==> config.mk <==
export PLATFORM = sky130hd
export DESIGN_NAME = ats21_initiator
export DESIGN_NICKNAME = d
export VERILOG_FILES = /design/src/rtl/ats21_pkg.sv /design/src/rtl/ats21_initiator.sv
export SDC_FILE = /design/constraint.sdc
export NUM_CORES = 1
export LEC_CHECK = 0
export BUFFER_PORTS_ARGS = -buffer_cell sky130_fd_sc_hd__buf_4
export CORE_ASPECT_RATIO = 1.75
export CORE_MARGIN = 2
export CORE_UTILIZATION = 40
export CTS_CLUSTER_SIZE = 28
export DETAILED_ROUTE_END_ITERATION = 8
export PLACE_DENSITY = 0.72
export SLEW_MARGIN = 20
export SYNTH_ARGS = -nofsm -noshare
export SYNTH_HDL_FRONTEND = slang
export SYNTH_SLANG_ARGS = --single-unit
==> constraint.sdc <==
create_clock -name clk -period 1.5 [get_ports clk]
set_input_delay 0.225 -clock clk [delete_from_list [all_inputs] [get_ports clk]]
set_output_delay 0.225 -clock clk [all_outputs]
set_load 0.02 [all_outputs]
==> src/rtl/ats21_pkg.sv <==
// Shared types and widths for the ATS21 initiator.
package ats21_pkg;

  localparam int unsigned CTRL_W = 16;
  localparam int unsigned DATA_W = 24;

  typedef enum logic [1:0] {
    StatOk    = 2'b00,
    StatRetry = 2'b01,
    StatErr   = 2'b10,
    StatRsvd  = 2'b11
  } stat_t;

  typedef enum logic [1:0] {
    StIdle,
    StIssue,
    StWait,
    StDone
  } state_t;

endpackage

==> src/rtl/ats21_initiator.sv <==
// ATS21 request initiator: captures a local command, issues it, retries on RETRY,
// abandons on timeout and reports one result pulse per transaction.
module ats21_initiator
  import ats21_pkg::*;
#(
  parameter int unsigned TIMEOUT_CYCLES = 32,
  parameter int unsigned MAX_RETRY      = 3
) (
  input  logic              clk,
  input  logic              reset,
  input  logic              cmd_valid,
  output logic              cmd_ready,
  input  logic [CTRL_W-1:0] cmd_ctrlA,
  input  logic [CTRL_W-1:0] cmd_ctrlB,
  output logic              req,
  output logic [CTRL_W-1:0] ctrlA,
  output logic [CTRL_W-1:0] ctrlB,
  input  logic              ready,
  input  logic [1:0]        stat,
  input  logic [DATA_W-1:0] data,
  output logic              rsp_valid,
  output logic [1:0]        rsp_stat,
  output logic [DATA_W-1:0] rsp_data,
  output logic              rsp_timeout,
  output logic              busy
);

  localparam int unsigned TW = $clog2(TIMEOUT_CYCLES) + 1;
  localparam int unsigned RW = $clog2(MAX_RETRY) + 1;
  localparam logic [TW-1:0] TLast    = TW'(TIMEOUT_CYCLES - 1);
  localparam logic [RW-1:0] RetryMax = RW'(MAX_RETRY);

  state_t            state_q, state_d;
  logic [TW-1:0]     tcnt_q, tcnt_d;
  logic [RW-1:0]     retry_q, retry_d;
  logic [CTRL_W-1:0] ctrl_a_q, ctrl_a_d;
  logic [CTRL_W-1:0] ctrl_b_q, ctrl_b_d;
  stat_t             rsp_stat_q, rsp_stat_d;
  logic [DATA_W-1:0] rsp_data_q, rsp_data_d;
  logic              rsp_timeout_q, rsp_timeout_d;

  always_comb begin
    state_d       = state_q;
    tcnt_d        = tcnt_q;
    retry_d       = retry_q;
    ctrl_a_d      = ctrl_a_q;
    ctrl_b_d      = ctrl_b_q;
    rsp_stat_d    = rsp_stat_q;
    rsp_data_d    = rsp_data_q;
    rsp_timeout_d = rsp_timeout_q;
    unique case (state_q)
      StIdle: begin
        if (cmd_valid) begin
          ctrl_a_d      = cmd_ctrlA;
          ctrl_b_d      = cmd_ctrlB;
          retry_d       = '0;
          rsp_timeout_d = 1'b0;
          state_d       = StIssue;
        end
      end
      StIssue: begin
        tcnt_d  = '0;
        state_d = StWait;
      end
      StWait: begin
        // A ready response wins over timeout expiry on the same edge.
        if (ready) begin
          case (stat_t'(stat))
            StatOk: begin
              rsp_stat_d = StatOk;
              rsp_data_d = data;
              state_d    = StDone;
            end
            StatRetry: begin
              if (retry_q < RetryMax) begin
                retry_d = retry_q + 1'b1;
                state_d = StIssue;
              end else begin
                rsp_stat_d = StatRetry;
                rsp_data_d = data;
                state_d    = StDone;
              end
            end
            default: begin
              rsp_stat_d = StatErr;
              rsp_data_d = data;
              state_d    = StDone;
            end
          endcase
        end else if (tcnt_q == TLast) begin
          rsp_timeout_d = 1'b1;
          rsp_stat_d    = StatErr;
          state_d       = StDone;
        end else begin
          tcnt_d = tcnt_q + 1'b1;
        end
      end
      StDone: begin
        state_d = StIdle;
      end
      default: begin
        state_d = StIdle;
      end
    endcase
  end

  always_ff @(posedge clk) begin
    if (reset) begin
      state_q       <= StIdle;
      tcnt_q        <= '0;
      retry_q       <= '0;
      ctrl_a_q      <= '0;
      ctrl_b_q      <= '0;
      rsp_stat_q    <= StatOk;
      rsp_data_q    <= '0;
      rsp_timeout_q <= 1'b0;
    end else begin
      state_q       <= state_d;
      tcnt_q        <= tcnt_d;
      retry_q       <= retry_d;
      ctrl_a_q      <= ctrl_a_d;
      ctrl_b_q      <= ctrl_b_d;
      rsp_stat_q    <= rsp_stat_d;
      rsp_data_q    <= rsp_data_d;
      rsp_timeout_q <= rsp_timeout_d;
    end
  end

  assign cmd_ready   = (state_q == StIdle);
  assign busy        = (state_q != StIdle);
  assign req         = (state_q == StIssue);
  assign rsp_valid   = (state_q == StDone);
  assign ctrlA       = ctrl_a_q;
  assign ctrlB       = ctrl_b_q;
  assign rsp_stat    = rsp_stat_q;
  assign rsp_data    = rsp_data_q;
  assign rsp_timeout = rsp_timeout_q;

endmodule

==> results of run 1 <==
[kinds of logic after synthesis]
| group | share of synthesized area, % |
|---|---|
| flip-flops | 50.13 |
| buffers and inverters | 4.163 |
| adder cells (fa/ha/maj) | 2.686 |
| AND/OR/NAND/NOR | 23.01 |
| AO/OA/AOI/OAI | 19.65 |
| multiplexers | 0.3581 |
[cells in the final DEF, fill, tap and decap left out, drive strengths merged]
cell type,synthesis,routed
o211ai,1,1
and2,2,2
nand4,1,1
nand3,6,6
or3b,1,1
and4b,1,1
nand3b,1,1
nand2b,4,4
a31oi,7,7
o311ai,1,1
o31ai,2,2
nor2,3,3
a311oi,1,1
clkinvlp,0,1
clkinv,0,3
a211oi,6,6
o21ai,8,8
dfxtp,70,70
mux2i,1,1
nand4b,1,1
or3,1,1
o2111ai,1,1
nor3,1,1
buf,7,151
clkbuf,14,11
o21a,1,1
inv,5,5
a21o,2,2
a41oi,1,1
ha,6,6
a21oi,63,63
nor2b,3,3
and2b,1,1
or4,2,2
nand2,117,117
or2b,1,1
[flip-flops by register name, indices dropped and copies added, names as in the netlist]
signal       cells
tcnt_q           6
state_q          2
rsp_data        24
ctrlA           16
retry_q          3
rsp_timeout      1
ctrlB           16
rsp_stat         2
[worst max-delay path by stage]
stage | start | end | slack [ns] | cells after the start
floorplan | state_q[0] | retry_q[0] | -0.04 | 7
global placement | state_q[0] | state_q[1] | 0.02 | 6
detailed placement | state_q[0] | retry_q[1] | -0.05 | 7
CTS | tcnt_q[1] | state_q[1] | -0.002 | 5
global route | tcnt_q[1] | state_q[1] | -0.07 | 5
finish | tcnt_q[1] | tcnt_q[5] | -0.005 | 5
[synthesized netlist by cell type, types with 2 or more instances]
library cell	instances
buf_4	4
a31oi_1	7
nand2b_1	4
nor2_1	3
and2_1	2
nand3_1	6
nand2_1	117
a21oi_1	63
dfxtp_1	70
clkbuf_1	14
nor2b_1	2
or4_1	2
inv_1	4
buf_2	3
a21o_1	2
o31ai_1	2
a211oi_1	6
o21ai_0	8
ha_1	6
[worst reg2reg max path, delay by kind of cell, from the launching register on]
kind / cells / cell delay [ns]
simple gates: 3 / 0.81
flops: 1 / 0.35
fa+ha+maj: 1 / 0.15
compound gates: 1 / 0.13
[power groups by stage]
stage / logic [W] / clock network [W] / registers, W
final: 0.00132 / 0.00193 / 0.00207
after global routing: 0.00143 / 0.00204 / 0.00209
after CTS: 0.00128 / 0.00197 / 0.00207
after detailed placement: 0.00124 / 0 / 0.00211
after global placement: 0.00122 / 0 / 0.00210
after floorplan: 0.000522 / 0 / 0.00225
[area by class of cell]
type,instances,share of cell area (%)
tap,84,2.428
clock buffer,11,5.838
timing repair buffer,151,27.02
clock inverter,4,0.5202
inverter,5,0.4335
sequential,70,32.57
multi-input combinational,247,31.18
[repair_timing]
item,in CTS,in global routing
pin swaps,2,3
setup buffers,1,1
setup endpoints to repair,6,37
hold buffers,0,0
resized for setup,8,12
[metrics by stage]
stage / hold WS (ns) / cell area (sq um) / std cells / util, % / total power [W]
after global placement: 0.4429 / 3966 / 555 / 58.27 / 0.003321
after floorplan: 0.3610 / 2815 / 343 / - / 0.002773
after global routing: 0.1401 / 4329 / 572 / 63.60 / 0.005552
final: 0.1412 / 4329 / 572 / 63.60 / 0.005317
after detailed placement: 0.4469 / 3966 / 555 / 58.27 / 0.003348
after CTS: 0.1337 / 4284 / 571 / 62.94 / 0.005320
[routing by layer]
metal,vias up,part of all wire [%]
met5,-,0
met4,0,2.2
met3,11,4.8
met2,82,56
met1,1342,37
li1,1439,-
==> metrics.yaml, run 1 <==
io_pins: 125
clock_path_buffers: 2
synth_top_area_share_pct: 50.13
crit_path_cell_trace: "ha_4, and4b_4, nand4b_4, or4_1, a31oi_1"
dr.pass1.iters: 5
grtUsageMet2_pct: 40.53
ant_nets: 0
seq_area_frac_synth_pct: 50.13
cts_max_level: 3
use_met3_pct: 4.916
reg2reg_to: "tcnt_q[5]"
die_x_um: 67.19
timing.reg2reg.setup_slack_ns: -0.005
syn_to_final_growth_pct: 54.88
clock_skew_ns: 0.003905
start_util_pct: 41.07
grt_max_degree: 35
antenna_found_initial: 0
holdPathEnd: "rsp_data[8]"
slowest_stage: "or4_1"
cts_tree: "done"
yosys.area.top_type: "dfxtp_1"
nFillCells: 626
timing.final.crit_share_pct: 100.3
die_area_sq_um: 7699
rsz0062_at_grt: "true"
path_class: "reg2reg"
cts_num_sinks: 70
core_sq_um: 6807
dp_hpwl_um: 5887
fin_tns_setup_ns: -0.007292
cp-start-kind: "register"
setup_viol: 2
layout_setup_ws_ns: -0.004866
place_ws_ns: -0.05081
required_ns: 1.76
fmax_mhz: 664.5
synth-edff-count: 0
power_density_nw_per_um2: 1228
vias: 2874
hp-start: "data[8]"
slowest_delay_ns: 0.43
slew_violations: 0
ys.flop_type: "dfxtp_1"
worstPathArrival_ns: 1.76
worstMarginPinSlew_ns: 0.3452
pwr-share-seq_pct: 39.0
period_minus_slack_ns: 1.505
synth_area_per_cell_sq_um: 8.149
hold_class: "in2reg"
ys_types: 37
drc: 0
clkTransAtPathRegs_ns: 0.06
routedWlPerCell_um: 13.86
finalWeightedCongestion: 0.9110
pwr-share-comb_pct: 24.8
grt_overflow_total: 0
multi_input_area_sq_um: 1350
synth_warnings: 0
diodes: 0
gr-usage-all-layers_pct: 21.42
cap_violations: 0
critPathTopFamily: "simple AND/OR/NAND/NOR gates"
crit_path_end_kind: "register"
p_sw_share_pct: 28.94
pwr-share-clk_pct: 36.3
met1_usage_pct: 20.98
synthCells: 343
rows: 40
whs_path_depth: 3
synth_area_sq_um: 2795
port-buffer-count: 124
irDropWorstVdd_v: 0.001134
r2r_start: "tcnt_q[1]"
intPower_w: 0.003778
status: "finished, violations left"
syn-num-nets: 411
synthTopCellsByArea: "dfxtp_1, nand2_1, a21oi_1"
grt_pass1_vias: 2793
p_leak_nw: 1.876
wl_um: 7927
clkLatencyLatePin_ns: 0.33
path_buf_inv: 0
first_iter_violations: 157
drive_gt1_share_pct: 39.34
cts_inserted_buffers: 9
busiest_layer: "met2"
root_buffer: "clkbuf_16"
cp_max_fo: 3
final_net_count: 552
die_h_um: 114.6
avgViaCountPerCell: 5.024
finalHoldViolCount: 0
ys_seq_elements: 70
max_slew_margin_pct: 76.81
regArea_sq_um: 1410
synth-async-reset-ratio_pct: 0
violations: "setup timing"
p_sw_w: 0.001539
grt_pass1_wl_um: 12500
r2r_cells: 5
Power figures use the tool's default switching activity.
==> run 2: changes to the inputs <==
--- a/config.mk
+++ b/config.mk
@@ -11,7 +11,7 @@
 export CORE_UTILIZATION = 40
 export CTS_CLUSTER_SIZE = 28
 export DETAILED_ROUTE_END_ITERATION = 8
-export PLACE_DENSITY = 0.72
+export PLACE_DENSITY = 0.7
 export SLEW_MARGIN = 20
 export SYNTH_ARGS = -nofsm -noshare
 export SYNTH_HDL_FRONTEND = slang
==> constraint.sdc (replaced) <==
create_clock -name clk -period 1.49 [get_ports clk]
set_input_delay 0.2235 -clock clk [delete_from_list [all_inputs] [get_ports clk]]
set_output_delay 0.2235 -clock clk [all_outputs]
set_load 0.02 [all_outputs]
==> run 2 against run 1 <==
  * The flow still finishes with violations (setup timing)
  * Cell count is 1.9% higher
  * Non-clock buffer count is 11 higher
  * Wire length rose by 8.1%
  * Critical endpoint unchanged
==> metrics.yaml, run 2 (synthesis results as in run 1) <==
status: "finished, violations left"
violations: "setup timing"
pwr-share-comb_pct: 26.7  # +1.9 points
antenna_found_initial: 0  # unchanged
grt_overflow_total: 0  # unchanged
slew_violations: 0  # unchanged
clock_skew_ns: 0.005029  # +0.001124 ns
worstMarginPinSlew_ns: 0.4166  # +0.07137 ns
grt_pass1_wl_um: 12470  # -0.22%
cts_inserted_buffers: 9  # unchanged
worstPathArrival_ns: 1.84  # +0.08 ns
finalWeightedCongestion: 0.8086  # -11%
die_h_um: 114.6  # unchanged
setup_viol: 16  # +14
p_sw_w: 0.001600  # +4.0%
intPower_w: 0.003787  # +0.22%
rows: 40  # unchanged
postLayoutCellArea_sq_um: 4509  # +4.2%
fin_tns_setup_ns: -0.3872  # -0.3799 ns
rsz0062_at_grt: "true"
critPathTopFamily: "simple AND/OR/NAND/NOR gates"
grt_max_degree: 36  # +2.9%
path_class: "reg2reg"
clkTransAtPathRegs_ns: 0.06  # about the same
layout_setup_ws_ns: -0.09449  # -0.08962 ns
pwr-share-seq_pct: 38.7  # -0.3 points
cts_max_level: 3  # unchanged
regArea_sq_um: 1409  # about the same
layout_commonest_cell: "buf_4"
routedWlPerCell_um: 14.70  # +6.1%
first_iter_violations: 144  # -8.3%
largest_reg_flops: 24  # unchanged
finalHoldViolCount: 0  # unchanged
clkLatencyLatePin_ns: 0.34  # about the same
cts_tree: "done"
port-buffer-count: 124  # unchanged
die_area_sq_um: 7699  # unchanged
period_minus_slack_ns: 1.584  # +0.07962 ns
timing.final.crit_share_pct: 106.3  # +6.0 points
crit_path_end_kind: "register"
final_cell_mix: "buf_4, nand2_1, dfxtp_1"
clock_path_buffers: 2  # unchanged
drc: 0  # unchanged
cp-start-kind: "register"
grt_pass1_vias: 2754  # -1.4%
gr-usage-all-layers_pct: 21.79  # +0.38 points
io_pins: 125  # unchanged
place_area_sq_um: 4030  # +1.6%
holdWs_ns: 0.1299  # -0.01127 ns
crit_path_cell_trace: "inv_4, ha_4, buf_6, nand2_1, or4_4, a31oi_4"
dr.pass1.iters: 4  # -1
cap_violations: 0  # unchanged
nFillCells: 582  # -7.0%
diodes: 0  # unchanged
syn_to_final_growth_pct: 61.32
place_ws_ns: -0.04501  # +0.005800 ns
cts_num_sinks: 70  # unchanged
start_util_pct: 41.07  # unchanged
vias: 2966  # +3.2%
timing.reg2reg.setup_slack_ns: -0.09  # -0.09 ns
power_density_nw_per_um2: 1195  # -2.7%
core_sq_um: 6807  # unchanged
irDropWorstVdd_v: 0.0008544  # -25%
ant_nets: 0  # unchanged
root_buffer: "clkbuf_16"
max_slew_margin_pct: 72.23  # -4.6 points
avgViaCountPerCell: 5.087  # +1.3%
hold_class: "in2reg"
multi_input_area_sq_um: 1411  # +4.5%
drive_gt1_share_pct: 41.88  # +2.5 points
dp_hpwl_um: 5971  # +1.4%
slowest_delay_ns: 0.50  # +0.07 ns
ctsHoldBuffers: 0  # unchanged
path_buf_inv: 2  # +2
slowest_stage: "or4_4"
wl_um: 8572  # +8.1%
required_ns: 1.75  # about the same
pwr-share-clk_pct: 34.5  # -1.8 points
fmax_mhz: 631.1  # -5.0%
p_sw_share_pct: 29.70  # +0.76 points
p_leak_nw: 1.969  # +4.9%
final_net_count: 563  # +2.0%
die_x_um: 67.19  # unchanged
cp_max_fo: 14  # +11
run 2: changes by cell type in the layout (fill, tap and decap cells not counted), sizes merged:
cell    before  now
buf        151  160
clkbuf      11   15
clkinv       3    2
inv          5    4
run 2: worst register-to-register path, cell delays in order (launching register included):
cell	delay, ns
dfxtp_2	0.33
inv_4	0.08
ha_4	0.17
buf_6	0.16
nand2_1	0.07
or4_4	0.50
a31oi_4	0.20
run 2: power groups by stage:
stage	clock [W]	sequential, W	combinational [W]
after floorplan	0	0.00227	0.000554
after global placement	0	0.00211	0.00131
after detailed placement	0	0.00212	0.00133
after CTS	0.00189	0.00208	0.00135
after global routing	0.00196	0.00210	0.00155
final	0.00186	0.00209	0.00144
run 2: worst paths after layout:
check        cells past startpoint    startpoint           to
max                              6    state_q[0]    tcnt_q[5]
min                              3  cmd_ctrlB[9]     ctrlB[9]
min reg2reg                      2   rsp_data[8]  rsp_data[8]
max reg2reg                      6    state_q[0]    tcnt_q[5]
run 2: area by class of cell:
class	instances	share of cell area, %
clock inverter	2	0.2220
tap	84	2.331
clock buffer	13	5.327
multi-input combinational	247	31.30
sequential	70	31.24
inverter	5	0.6659
timing repair buffer	162	28.91
run 2: stage by stage:
step	cells	utilization [%]	total power [W]
after floorplan	343	-	0.002822
final	583	66.25	0.005387
after CTS	576	63.38	0.005315
after global routing	583	66.25	0.005615
after global placement	560	59.21	0.003421
after detailed placement	560	59.21	0.003447
run 2: timing repair:
| action | CTS | global route |
|---|---|---|
| setup buffers | 1 | 4 |
| gates resized for setup | 6 | 30 |
| cloned | 0 | 3 |
| pin swaps | 1 | 13 |
| setup endpoints to repair | 9 | 31 |
run 2: routing by layer:
metal  routed length, um  up-vias  track usage (%)
met5                   0        -                0
met4                 287        0            13.20
li1                    -     1466                -
met1                2990     1368            22.46
met3                 526       24            5.408
met2                4768      108            38.22
